<file path="src/rtl/mem_arbiter.sv">
// Shares one 64-bit memory port between instruction fetch and data access.
// Round-robin on contention, with a bus timeout that sets a sticky error flag.
module mem_arbiter #(
  parameter logic [2:0]  IF_RD_CTRL = 3'b011,
  parameter int unsigned TIMEOUT    = 16
) (
  input  logic        clk,
  input  logic        rst,
  input  logic        if_req,
  input  logic [63:0] if_addr,
  output logic [31:0] if_rdata,
  output logic        if_ready,
  input  logic [2:0]  dm_rd_ctrl,
  input  logic [2:0]  dm_wr_ctrl,
  input  logic [63:0] dm_addr,
  input  logic [63:0] dm_din,
  output logic [63:0] dm_dout,
  output logic        dm_ready,
  output logic        cpu_stall,
  output logic        mem_req,
  output logic [2:0]  mem_rd_ctrl,
  output logic [2:0]  mem_wr_ctrl,
  output logic [63:0] mem_addr,
  output logic [63:0] mem_wdata,
  input  logic [63:0] mem_rdata,
  input  logic        mem_ack,
  output logic        bus_err
);

  localparam int CNT_W = (TIMEOUT > 1) ? $clog2(TIMEOUT) : 1;
  localparam logic [CNT_W-1:0] CNT_LAST = (TIMEOUT > 0) ? CNT_W'(TIMEOUT - 1) : '0;

  typedef enum logic {S_IDLE = 1'b0, S_BUSY = 1'b1} state_t;

  state_t           r_state;
  state_t           w_next;
  logic             r_last_dm;
  logic             r_cur_dm;
  logic [CNT_W-1:0] r_cnt;

  logic w_dm_req;
  logic w_dm_is_wr;
  logic w_if_elig;
  logic w_dm_elig;
  logic w_grant_if;
  logic w_grant_dm;
  logic w_ack_done;
  logic w_tout;

  assign w_dm_req   = (dm_rd_ctrl != 3'd0) || (dm_wr_ctrl != 3'd0);
  assign w_dm_is_wr = (dm_wr_ctrl != 3'd0);
  // A requester whose ready is high this cycle is still holding the request it just got served
  assign w_if_elig  = if_req & ~if_ready;
  assign w_dm_elig  = w_dm_req & ~dm_ready;
  assign cpu_stall  = (if_req & ~if_ready) | (w_dm_req & ~dm_ready);

  always_ff @(posedge clk or negedge rst) begin
    if (!rst) r_state <= S_IDLE;
    else      r_state <= w_next;
  end

  always_comb begin
    w_next     = r_state;
    w_grant_if = 1'b0;
    w_grant_dm = 1'b0;
    w_ack_done = 1'b0;
    w_tout     = 1'b0;
    case (r_state)
      S_IDLE: begin
        if (w_if_elig && w_dm_elig) begin
          w_grant_dm = ~r_last_dm;
          w_grant_if = r_last_dm;
        end else begin
          w_grant_if = w_if_elig;
          w_grant_dm = w_dm_elig;
        end
        if (w_if_elig || w_dm_elig) w_next = S_BUSY;
      end
      S_BUSY: begin
        // An ack in the expiry cycle wins over the timeout
        if (mem_ack) begin
          w_ack_done = 1'b1;
          w_next     = S_IDLE;
        end else if ((TIMEOUT != 0) && (r_cnt == CNT_LAST)) begin
          w_tout = 1'b1;
          w_next = S_IDLE;
        end
      end
      default: w_next = S_IDLE;
    endcase
  end

  always_ff @(posedge clk or negedge rst) begin
    if (!rst) begin
      mem_req     <= 1'b0;
      mem_rd_ctrl <= 3'd0;
      mem_wr_ctrl <= 3'd0;
      mem_addr    <= 64'd0;
      mem_wdata   <= 64'd0;
      if_rdata    <= 32'd0;
      dm_dout     <= 64'd0;
      if_ready    <= 1'b0;
      dm_ready    <= 1'b0;
      bus_err     <= 1'b0;
      r_last_dm   <= 1'b0;
      r_cur_dm    <= 1'b0;
      r_cnt       <= '0;
    end else begin
      if_ready <= 1'b0;
      dm_ready <= 1'b0;
      if (w_grant_if) begin
        mem_req     <= 1'b1;
        mem_rd_ctrl <= IF_RD_CTRL;
        mem_wr_ctrl <= 3'd0;
        mem_addr    <= if_addr;
        mem_wdata   <= 64'd0;
        r_last_dm   <= 1'b0;
        r_cur_dm    <= 1'b0;
        r_cnt       <= '0;
      end else if (w_grant_dm) begin
        mem_req     <= 1'b1;
        mem_rd_ctrl <= w_dm_is_wr ? 3'd0 : dm_rd_ctrl;
        mem_wr_ctrl <= dm_wr_ctrl;
        mem_addr    <= dm_addr;
        mem_wdata   <= dm_din;
        r_last_dm   <= 1'b1;
        r_cur_dm    <= 1'b1;
        r_cnt       <= '0;
      end else if (w_ack_done || w_tout) begin
        mem_req <= 1'b0;
        if (r_cur_dm) begin
          dm_ready <= 1'b1;
          dm_dout  <= w_ack_done ? mem_rdata : 64'd0;
        end else begin
          if_ready <= 1'b1;
          if_rdata <= w_ack_done ? mem_rdata[31:0] : 32'd0;
        end
        if (w_tout) bus_err <= 1'b1;
      end else if ((r_state == S_BUSY) && (TIMEOUT != 0)) begin
        r_cnt <= r_cnt + CNT_W'(1);
      end
    end
  end

endmodule

</file>
<file path="config.mk">
export PLATFORM = sky130hd
export DESIGN_NAME = mem_arbiter
export DESIGN_NICKNAME = d
export VERILOG_FILES = /design/src/rtl/mem_arbiter.sv
export SDC_FILE = /design/constraint.sdc
export NUM_CORES = 1
export LEC_CHECK = 0
export BUFFER_PORTS_ARGS = -buffer_cell sky130_fd_sc_hd__buf_2
export CAP_MARGIN = 25
export CELL_PAD_IN_SITES_DETAIL_PLACEMENT = 1
export CELL_PAD_IN_SITES_GLOBAL_PLACEMENT = 2
export CORE_AREA = 2 2 194 196
export DETAILED_ROUTE_END_ITERATION = 10
export DIE_AREA = 0 0 196 198
export PLACE_DENSITY_LB_ADDON = 0.1
export SYNTH_ARGS = -nofsm -noshare
export SYNTH_HDL_FRONTEND = slang
export SYNTH_SLANG_ARGS = --single-unit
</file>
<file path="constraint.sdc">
create_clock -name clk -period 3.14 [get_ports clk]
set_input_delay 0 -clock clk [delete_from_list [all_inputs] [get_ports clk]]
set_output_delay 0 -clock clk [all_outputs]
set_load 0.005 [all_outputs]
</file>
==> impl_metrics.yaml, run 1 <==
run_status:
  outcome: "finished, final reports clean"
placed_design:
  placed_cells: 1701
  place_hpwl_um: 24800
  gp_congestion: 0.724
  port_buffers: 500
global_route:
  grt_pass1_vias: 10292
  track_usage: 0.193
  grt_max_degree: 101
  overflow: 0
  grt_pass1_wl_um: 59000
  antenna_found_initial: 2
synthesis:
  ys_top_cells_by_area: "dfrtp_1, a22o_1, nand2_1, a31oi_1, nor2_1"
  syn_area_mm2: 0.00933
  ys_ff_latch: 240
  synth_area_leader_cell: "dfrtp_1"
  syn_inst: 773
  ys_warn_count: 0
  synth_nets: 1040
  avgSynthCellArea_um2: 12.1
  netlist.area_leader.share: 0.644
  synth_seq_area_share: 0.644
  ys_types: 32
floorplanning:
  start_util: 0.253
  pin_count: 501
  die_h_um: 198
  fp.dieW_um: 196
  coreArea_mm2: 0.0370
  dieArea_mm2: 0.0388
  num_rows: 71
critical_path:
  critPathKind: "reg -> reg"
  rrSetupSlack_ns: 0.65
  start_kind: "flop"
  worst_path_most_repeated_cell: "nand2_1"
  cp_num_buf_inv: 3
  cpPeakStageDelay_ns: 0.63
  worstPathMaxFanout: 64
  crit_required_ns: 3.63
  crit_family: "buffers and inverters"
  slowest_stage: "buf_4"
  path_cells: "inv_1, nand2_1, nor3_4, buf_4, nand2_1, a31oi_1, dlygate4sd3_1"
  cp.depth: 7
  cp-end-kind: "flop"
  crit_arrival_ns: 2.98
  reg2reg_depth: 7
timing:
  fin_tns_setup_ns: 0
  setup_violations: 0
  slew_violations: 0
  rsz0062_at_grt: "no"
  worst_pin_slew_ns: 0.891
  fin_skew_ns: 0.0114
  fin_crit_sh: 0.792
  max_freq_ghz: 0.402
  period_minus_slack_ns: 2.49
  maxSlewHeadroom: 0.406
  hold_viol_final: 0
worst_hold_path:
  hold_class: "in -> reg"
  hold_depth: 4
drt:
  viasPerCell: 4.56
  drc: 0
  first_iter_violations: 216
  detail-route-antenna-nets: 0
  wl_per_cell_um: 18.9
  dr.pass1.iters: 4
  finalWirelength_um: 38300
  num_vias: 9227
power_and_ir_drop:
  combPwrFrac: 0.415
  ir_worst_vdd_mv: 0.478
  power_frac_seq: 0.349
  switching_share: 0.340
  power_frac_clock: 0.236
  power.internal_uw: 10100
  p_sw_uw: 5200
  power.leakage_uw: 0.00790
  p_per_area_mw_per_mm2: 960
cts:
  cts_sinks: 240
  clkTransAtPathRegs_ns: 0.06
  ctsHoldBuffers: 267
  clk_path_buf_depth: 3
  numCtsBuffers: 30
  cts_root_buf: "clkbuf_16"
  clock_latency_ns: 0.55
  cts_tree: "yes"
  cts_resized: 0
  post_cts_buffers: 0
  ctsHtreeMaxLevel: 1
final_layout:
  drive_gt1_frac: 0.378
  area_growth_pct: 71.0
  multi_input_area_mm2: 0.00291
  nFillCells: 4136
  stdcell_count: 2025
  seqCellArea_mm2: 0.00601
  final_nets: 1793
job:
  maxCapViolations: 0
==> per-layer routing <==
metal / GRT usage / vias to the layer above / wire length (µm)
li1: - / 4290 / -
met1: 0.226 / 4547 / 15000
met2: 0.336 / 315 / 18900
met3: 0.0518 / 75 / 2670
met4: 0.0772 / 0 / 1650
met5: 0 / - / 0
==> per-stage QoR <==
| step | util | instance area, µm² | hold slack [ns] | setup slack (ns) | total power [µW] |
|---|---|---|---|---|---|
| finish | 0.432 | 16000 | 0.0727 | 0.653 | 15300 |
| global route | 0.432 | 16000 | 0.0916 | 0.438 | 16400 |
| CTS | 0.432 | 15900 | 0.0691 | 0.630 | 15500 |
| detailed placement | 0.331 | 12200 | 0.120 | 1.10 | 10800 |
| global placement | 0.331 | 12200 | 0.121 | 1.18 | 10700 |
| floorplan | - | 9330 | -0.296 | 1.45 | 8220 |
==> cells by family (layout without fill, tap and decap cells) <==
family | after synthesis | count (layout) | share of synthesized area
adders and majority gates | 1 | 1 | 0.00134
buffers and inverters | 68 | 844 | 0.0459
DFF | 240 | 240 | 0.644
AOI/OAI and AO/OA | 238 | 238 | 0.211
other | 0 | 2 | 0
xor gates and xnor gates | 3 | 3 | 0.00282
and+or+nand+nor | 223 | 223 | 0.0953
==> worst reg2reg max path: stages, from the launching register on <==
cell and delay (ns):
dfrtp_1 0.37, inv_1 0.11, nand2_1 0.17, nor3_4 0.19, buf_4 0.63, nand2_1 0.17, a31oi_1 0.22, dlygate4sd3_1 0.57
==> final timing paths <==
path / startpoint / endpoint
worst max-delay path: if_ready / mem_addr[41]
worst min-delay path: if_req / mem_rd_ctrl[0]
worst max register to register: if_ready / mem_addr[41]
worst min register to register: mem_req / mem_req
max in group asynchronous: rst / mem_addr[7]
min in group asynchronous: rst / mem_addr[39]
==> sequential cells by signal (all words and copies together) (netlist names) <==
signal / cells
mem_wr_ctrl: 3
mem_rd_ctrl: 3
bus_err: 1
if_rdata: 32
r_cnt: 4
dm_dout: 64
mem_req: 1
r_cur_dm: 1
mem_addr: 64
mem_wdata: 64
if_ready: 1
dm_ready: 1
r_state: 1
==> power groups by stage <==
stage / combinational [µW] / sequential [µW] / clock, µW
2_1_floorplan: 2790 / 5430 / 0
3_3_place_gp: 5380 / 5340 / 0
3_5_place_dp: 5420 / 5350 / 0
4_1_cts: 6420 / 5350 / 3730
5_1_grt: 7050 / 5550 / 3850
6_report: 6350 / 5340 / 3610
==> final cells by class <==
| type | instances | area share |
|---|---|---|
| diodes | 2 | 0.000314 |
| clock buffers | 40 | 0.0532 |
| clock inverters | 15 | 0.0122 |
| inverters | 4 | 0.000941 |
| multi-input cells | 465 | 0.182 |
| flip-flops and latches | 240 | 0.376 |
| well taps | 474 | 0.0372 |
| repair buffers | 785 | 0.337 |
==> synthesized netlist by cell type <==
cell      instances
nor3_4            2
o21bai_1          1
a21oi_1           3
nand4_1           1
xnor2_1           1
a211oi_2          1
a21oi_4           1
buf_2            21
nor2_1           71
o21ai_1           1
and3_1            2
or3_1             1
a22o_4            3
buf_6            19
a32o_1            1
buf_4             1
buf_1             2
or2_2             1
nand3_1           1
a21o_4            1
xor2_1            2
ha_1              1
nor3_2            1
a311oi_4          1
inv_1             4
clkbuf_1         21
dfrtp_1         240
a31oi_1          64
a22o_1          160
nand2_1         140
a21o_1            1
nand2b_1          3
==> cells in the final DEF (no fill, tap or decap), types with 2 or more instances in the layout <==
master / n
a21oi_1: 3
a22o_1: 160
a22o_4: 3
a31oi_1: 64
buf_12: 5
buf_2: 499
buf_4: 13
bufinv_16: 4
clkbuf_1: 4
clkbuf_16: 30
clkbuf_8: 6
clkinv_2: 7
clkinvlp_4: 2
dfrtp_1: 240
diode_2: 2
dlygate4sd3_1: 267
inv_1: 4
nand2_1: 139
nand2b_1: 2
nor2_1: 70
nor3_4: 2
xor2_1: 2
(Power assumes the default switching activity.)
==> run 2: changes to the inputs <==
CORE_AREA = unset   (was 2 2 194 196)
CORE_MARGIN = 2   (was unset)
CORE_UTILIZATION = 24   (was unset)
DIE_AREA = unset   (was 0 0 196 198)
clock period = 2.1 ns   (was 3.14 ns; I/O delays follow)
==> run 2 against run 1 <==
Against the previous run: sequential power grew 50%; global-route usage hardly changed; worst hold slack got worse by 0.019 ns; clock power rose by 50%; register-to-register slack worse by 0.36 ns; combinational power is 37% higher; largest power group unchanged; clock skew rose by 0.012 ns; critical path depth shrank 1; largest cell class unchanged.
==> impl_metrics.yaml, run 2 (synthesized netlist as in run 1, its figures left out) <==
timing:
  slew_violations: 0
  fin_tns_setup_ns: 0
  hold_viol_final: 0
  fin_crit_sh: 0.862
  max_freq_ghz: 0.552
  period_minus_slack_ns: 1.81
  setup_violations: 0
  maxSlewHeadroom: 0.614
  hold_slack_ns: 0.0535
  rsz0062_at_grt: "no"
  worst_pin_slew_ns: 0.577
  fin_skew_ns: 0.0231
drt:
  wl_per_cell_um: 19.1
  first_iter_violations: 401
  viasPerCell: 4.46
  num_vias: 9248
  dr.pass1.iters: 6
  finalWirelength_um: 39700
  detail-route-antenna-nets: 0
  drc: 0
placed_design:
  place_hpwl_um: 26100
  port_buffers: 500
  gp_congestion: 0.745
  placed_cells: 1751
power_and_ir_drop:
  p_per_area_mw_per_mm2: 1370
  combPwrFrac: 0.393
  ir_worst_vdd_mv: 0.738
  power_frac_clock: 0.244
  power_frac_seq: 0.362
  power.leakage_uw: 0.00800
  switching_share: 0.350
  power.internal_uw: 14400
  p_sw_uw: 7740
final_layout:
  drive_gt1_frac: 0.379
  area_growth_pct: 73.4
  final_common_cell: "buf_2"
  final_cell_mix: "buf_2, dlygate4sd3_1, dfrtp_1"
  largestRegisters: "dm_dout: 64 flops, mem_addr: 64 flops, mem_wdata: 64 flops"
  stdcell_count: 2075
  final_nets: 1800
critical_path:
  path_cells: "inv_1, nand2_1, or3_2, buf_12, nand2_1, a31oi_1"
  critPathKind: "reg -> reg"
  critPathLaunch: "if_ready"
  worstPathMaxFanout: 64
  worstReg2RegStart: "if_ready"
  rrSetupSlack_ns: 0.29
  cpPeakStageDelay_ns: 0.52
  start_kind: "flop"
  worst_path_most_repeated_cell: "nand2_1"
  slowest_stage: "or3_2"
  crit_required_ns: 2.53
  cp-end-kind: "flop"
  crit_arrival_ns: 2.24
floorplanning:
  dieArea_mm2: 0.0405
  num_rows: 72
  start_util: 0.242
  coreArea_mm2: 0.0386
  die_h_um: 201
  fp.dieW_um: 201
  pin_count: 501
global_route:
  overflow: 0
  track_usage: 0.193
  grt_pass1_wl_um: 61800
  grt_pass1_vias: 10421
  grt_max_degree: 72
  antenna_found_initial: 2
cts:
  clk_path_buf_depth: 3
  numCtsBuffers: 31
  cts_tree: "yes"
  clkTransAtPathRegs_ns: 0.06
  ctsHtreeMaxLevel: 1
  cts_sinks: 240
  post_cts_buffers: 0
  ctsHoldBuffers: 267
  cts_resized: 0
  cts_root_buf: "clkbuf_16"
  clock_latency_ns: 0.57
worst_hold_path:
  hold_class: "in -> reg"
  hp-start: "if_req"
job:
  maxCapViolations: 0
run_status:
  outcome: "finished, final reports clean"
-- run 2: changes by cell type in the layout (fill, tap and decap cells not counted) --
cell	change
buf_12	+10
buf_16	+1
buf_4	-4
bufinv_16	-1
clkbuf_1	+2
clkbuf_16	+1
clkinv_2	-2
clkinv_4	-1
clkinv_8	-1
clkinvlp_4	+1
dlygate4sd3_1	-1
inv_6	+1
-- run 2: cell type report --
cell class                      instances  area, µm²
Antenna cell                            2       5.00
Clock inverter                         12        146
Fill cell                            4379      22400
Timing Repair Buffer                  791       5570
Clock buffer                           43        881
Sequential cell                       240       6010
Multi-Input combinational cell        465       2910
Tap cell                              518        648
Inverter                                4       15.0
-- run 2: power groups by stage --
stage | Clock (µW) | Combinational [µW] | Sequential [µW]
3_5_place_dp | 0 | 8430 | 8020
2_1_floorplan | 0 | 4180 | 8120
5_1_grt | 5770 | 9560 | 8310
4_1_cts | 5600 | 8860 | 8010
6_report | 5400 | 8700 | 8010
3_3_place_gp | 0 | 8390 | 8000
-- run 2: worst max-delay path, delay by kind of cell (launching register included) --
kind | cells | cell delay, ns
and+or+nand+nor | 3 | 0.83
DFF | 1 | 0.38
buffers and inverters | 2 | 0.31
AOI/OAI and AO/OA | 1 | 0.08
-- run 2: final timing paths --
path                            depth (start not counted)             end
worst max-delay path                                    6    mem_addr[51]
worst min-delay path                                    4  mem_rd_ctrl[1]
worst max register to register                          6    mem_addr[51]
worst min register to register                          1         bus_err
max in group asynchronous                               3    mem_addr[40]
min in group asynchronous                               3    mem_addr[25]
-- run 2: layer usage --
metal	routed length, µm	GRT usage	vias to the layer above	share of wire
met5	0	0	-	0
met4	1230	0.0549	0	0.031
met3	2460	0.0481	66	0.062
met2	19300	0.331	317	0.49
met1	16700	0.241	4566	0.42
li1	-	-	4299	-
-- run 2: metrics by stage --
step	util	setup slack [ns]	power (µW)	instance area (µm²)
finish	0.420	0.290	22100	16200
global route	0.420	0.149	23600	16200
CTS	0.419	0.293	22500	16200
detailed placement	0.323	0.323	16500	12500
global placement	0.323	0.358	16400	12500
floorplan	-	0.413	12300	9330
==> run 3: changes to the inputs <==
CORE_MARGIN = 4   (was 2)
==> run 3 against run 2 <==
Against the previous run: maximum frequency is 0.46% lower; combinational power is 1% higher; sequential power hardly changed; first-iteration DRC count is 18% lower; critical path depth stayed put; clock skew is 0.0073 ns lower; core utilization is 0.51 points higher; clock-buffer cell count is 5 higher; sequential share of layout area is 0.075 points higher; non-clock buffer count is 4 higher; critical path type unchanged; highest routed layer unchanged.
==> impl_metrics.yaml, run 3 (synthesized netlist as in run 1, its figures left out) <==
run_status:
  outcome: "finished, final reports clean"
final_layout:
  final_nets: 1803
  nFillCells: 4322
  area_growth_pct: 73.0
  largestRegisters: "dm_dout: 64 flops, mem_addr: 64 flops, mem_wdata: 64 flops"
  drive_gt1_frac: 0.376
  final_cell_mix: "buf_2, dlygate4sd3_1, dfrtp_1"
  final_common_cell: "buf_2"
global_route:
  antenna_found_initial: 1
  track_usage: 0.188
  grt_pass1_wl_um: 62400
  overflow: 0
  grt_pass1_vias: 10320
  grt_max_degree: 69
critical_path:
  reg2reg_depth: 6
  worstPathMaxFanout: 64
  start_kind: "flop"
  rrSetupSlack_ns: 0.28
  crit_required_ns: 2.52
  worstReg2RegStart: "if_ready"
  crit_arrival_ns: 2.23
  r2r-end: "mem_addr[17]"
  critPathLaunch: "if_ready"
  cp-endpoint: "mem_addr[17]"
  critPathKind: "reg -> reg"
  cp-end-kind: "flop"
job:
  maxCapViolations: 0
placed_design:
  place_hpwl_um: 27800
  port_buffers: 500
  pre_cts_ws_ns: 0.298
  gp_congestion: 0.744
floorplanning:
  num_rows: 71
  dieArea_mm2: 0.0421
  start_util: 0.245
  coreArea_mm2: 0.0380
  die_h_um: 205
  fp.dieW_um: 205
  pin_count: 501
cts:
  clock_latency_ns: 0.56
  ctsHtreeMaxLevel: 1
  post_cts_buffers: 0
  cts_tree: "yes"
  cts_sinks: 240
  clk_path_buf_depth: 3
  cts_root_buf: "clkbuf_16"
  cts_resized: 0
  numCtsBuffers: 30
  clkTransAtPathRegs_ns: 0.06
timing:
  fin_ws_ns: 0.281
  period_minus_slack_ns: 1.82
  hold_viol_final: 0
  rsz0062_at_grt: "no"
  setup_violations: 0
  fin_tns_setup_ns: 0
  maxSlewHeadroom: 0.566
  slew_violations: 0
  worst_pin_slew_ns: 0.651
  max_freq_ghz: 0.550
  fin_skew_ns: 0.0158
  fin_crit_sh: 0.866
power_and_ir_drop:
  ir_worst_vdd_mv: 0.607
  p_per_area_mw_per_mm2: 1360
  switching_share: 0.349
  power.internal_uw: 14300
  power.leakage_uw: 0.00799
  power_frac_seq: 0.364
  p_sw_uw: 7660
  power_frac_clock: 0.235
  combPwrFrac: 0.401
worst_hold_path:
  hp-start: "mem_rdata[59]"
  hold_class: "in -> reg"
  hold_depth: 3
drt:
  detail-route-antenna-nets: 0
  dr.pass1.iters: 4
  viasPerCell: 4.42
  drc: 0
  first_iter_violations: 329
  wl_per_cell_um: 19.7
  finalWirelength_um: 40700
  num_vias: 9154
[run 3: changes by cell type in the layout (fill, tap and decap cells not counted)]
| cell | delta |
|---|---|
| dlygate4sd3_1 | +2 |
| clkbuf_1 | +5 |
| buf_12 | +1 |
| clkinv_2 | -3 |
| bufinv_16 | -1 |
| clkinvlp_4 | -3 |
| buf_16 | -1 |
| buf_4 | +2 |
| diode_2 | -1 |
[run 3: per-stage QoR]
step                std cells  hold WS [ns]  total power (µW)   util  instance area (µm²)
detailed placement       1746      -0.00521             16600  0.328                12500
floorplan                 773        -0.296             12300      -                 9330
global route             2069         0.186             23600  0.425                16100
finish                   2069         0.196             21900  0.425                16100
CTS                      2068         0.158             22300  0.425                16100
global placement         1746      -0.00605             16500  0.328                12500
[run 3: worst max-delay path: stages, from the launching register on]
cell and delay [ns]:
dfrtp_1 0.38, inv_1 0.11, nand2_1 0.17, or3_2 0.52
buf_12 0.22, nand2_1 0.12, a31oi_1 0.10
[run 3: area by class of cell]
class | count | area (µm²) | area share
Multi-Input combinational cell | 465 | 2910 | 0.180
Clock buffer | 48 | 900 | 0.0557
Clock inverter | 5 | 78.8 | 0.00488
Inverter | 4 | 15.0 | 0.000930
Timing Repair Buffer | 795 | 5600 | 0.347
Tap cell | 511 | 639 | 0.0396
Sequential cell | 240 | 6010 | 0.372
Antenna cell | 1 | 2.50 | 0.000155
[run 3: how the worst min path moves through the flow]
stage	end
4_1_cts	dm_dout[32]
6_report	dm_dout[59]
3_3_place_gp	mem_addr[17]
2_1_floorplan	bus_err
3_5_place_dp	mem_addr[21]
5_1_grt	mem_wdata[49]
[run 3: routing by layer]
| metal | share of wire | vias to the layer above | global-route usage |
|---|---|---|---|
| li1 | - | 4302 | - |
| met1 | 0.39 | 4490 | 0.221 |
| met2 | 0.50 | 295 | 0.334 |
| met3 | 0.076 | 67 | 0.0553 |
| met4 | 0.031 | 0 | 0.0517 |
| met5 | 0 | - | 0 |
[run 3: power groups by stage]
stage                     sequential [µW]  clock [µW]  combinational [µW]
after CTS                            7980        5360                9000
after global placement               7970           0                8510
final                                7980        5160                8790
after floorplan                      8120           0                4180
after detailed placement             7980           0                8590
after global routing                 8280        5560                9730
[run 3: timing repair]
item,CTS,global route
endpoints found under the hold margin,475,0
endpoints found under the setup margin,0,0
hold buffers,269,0
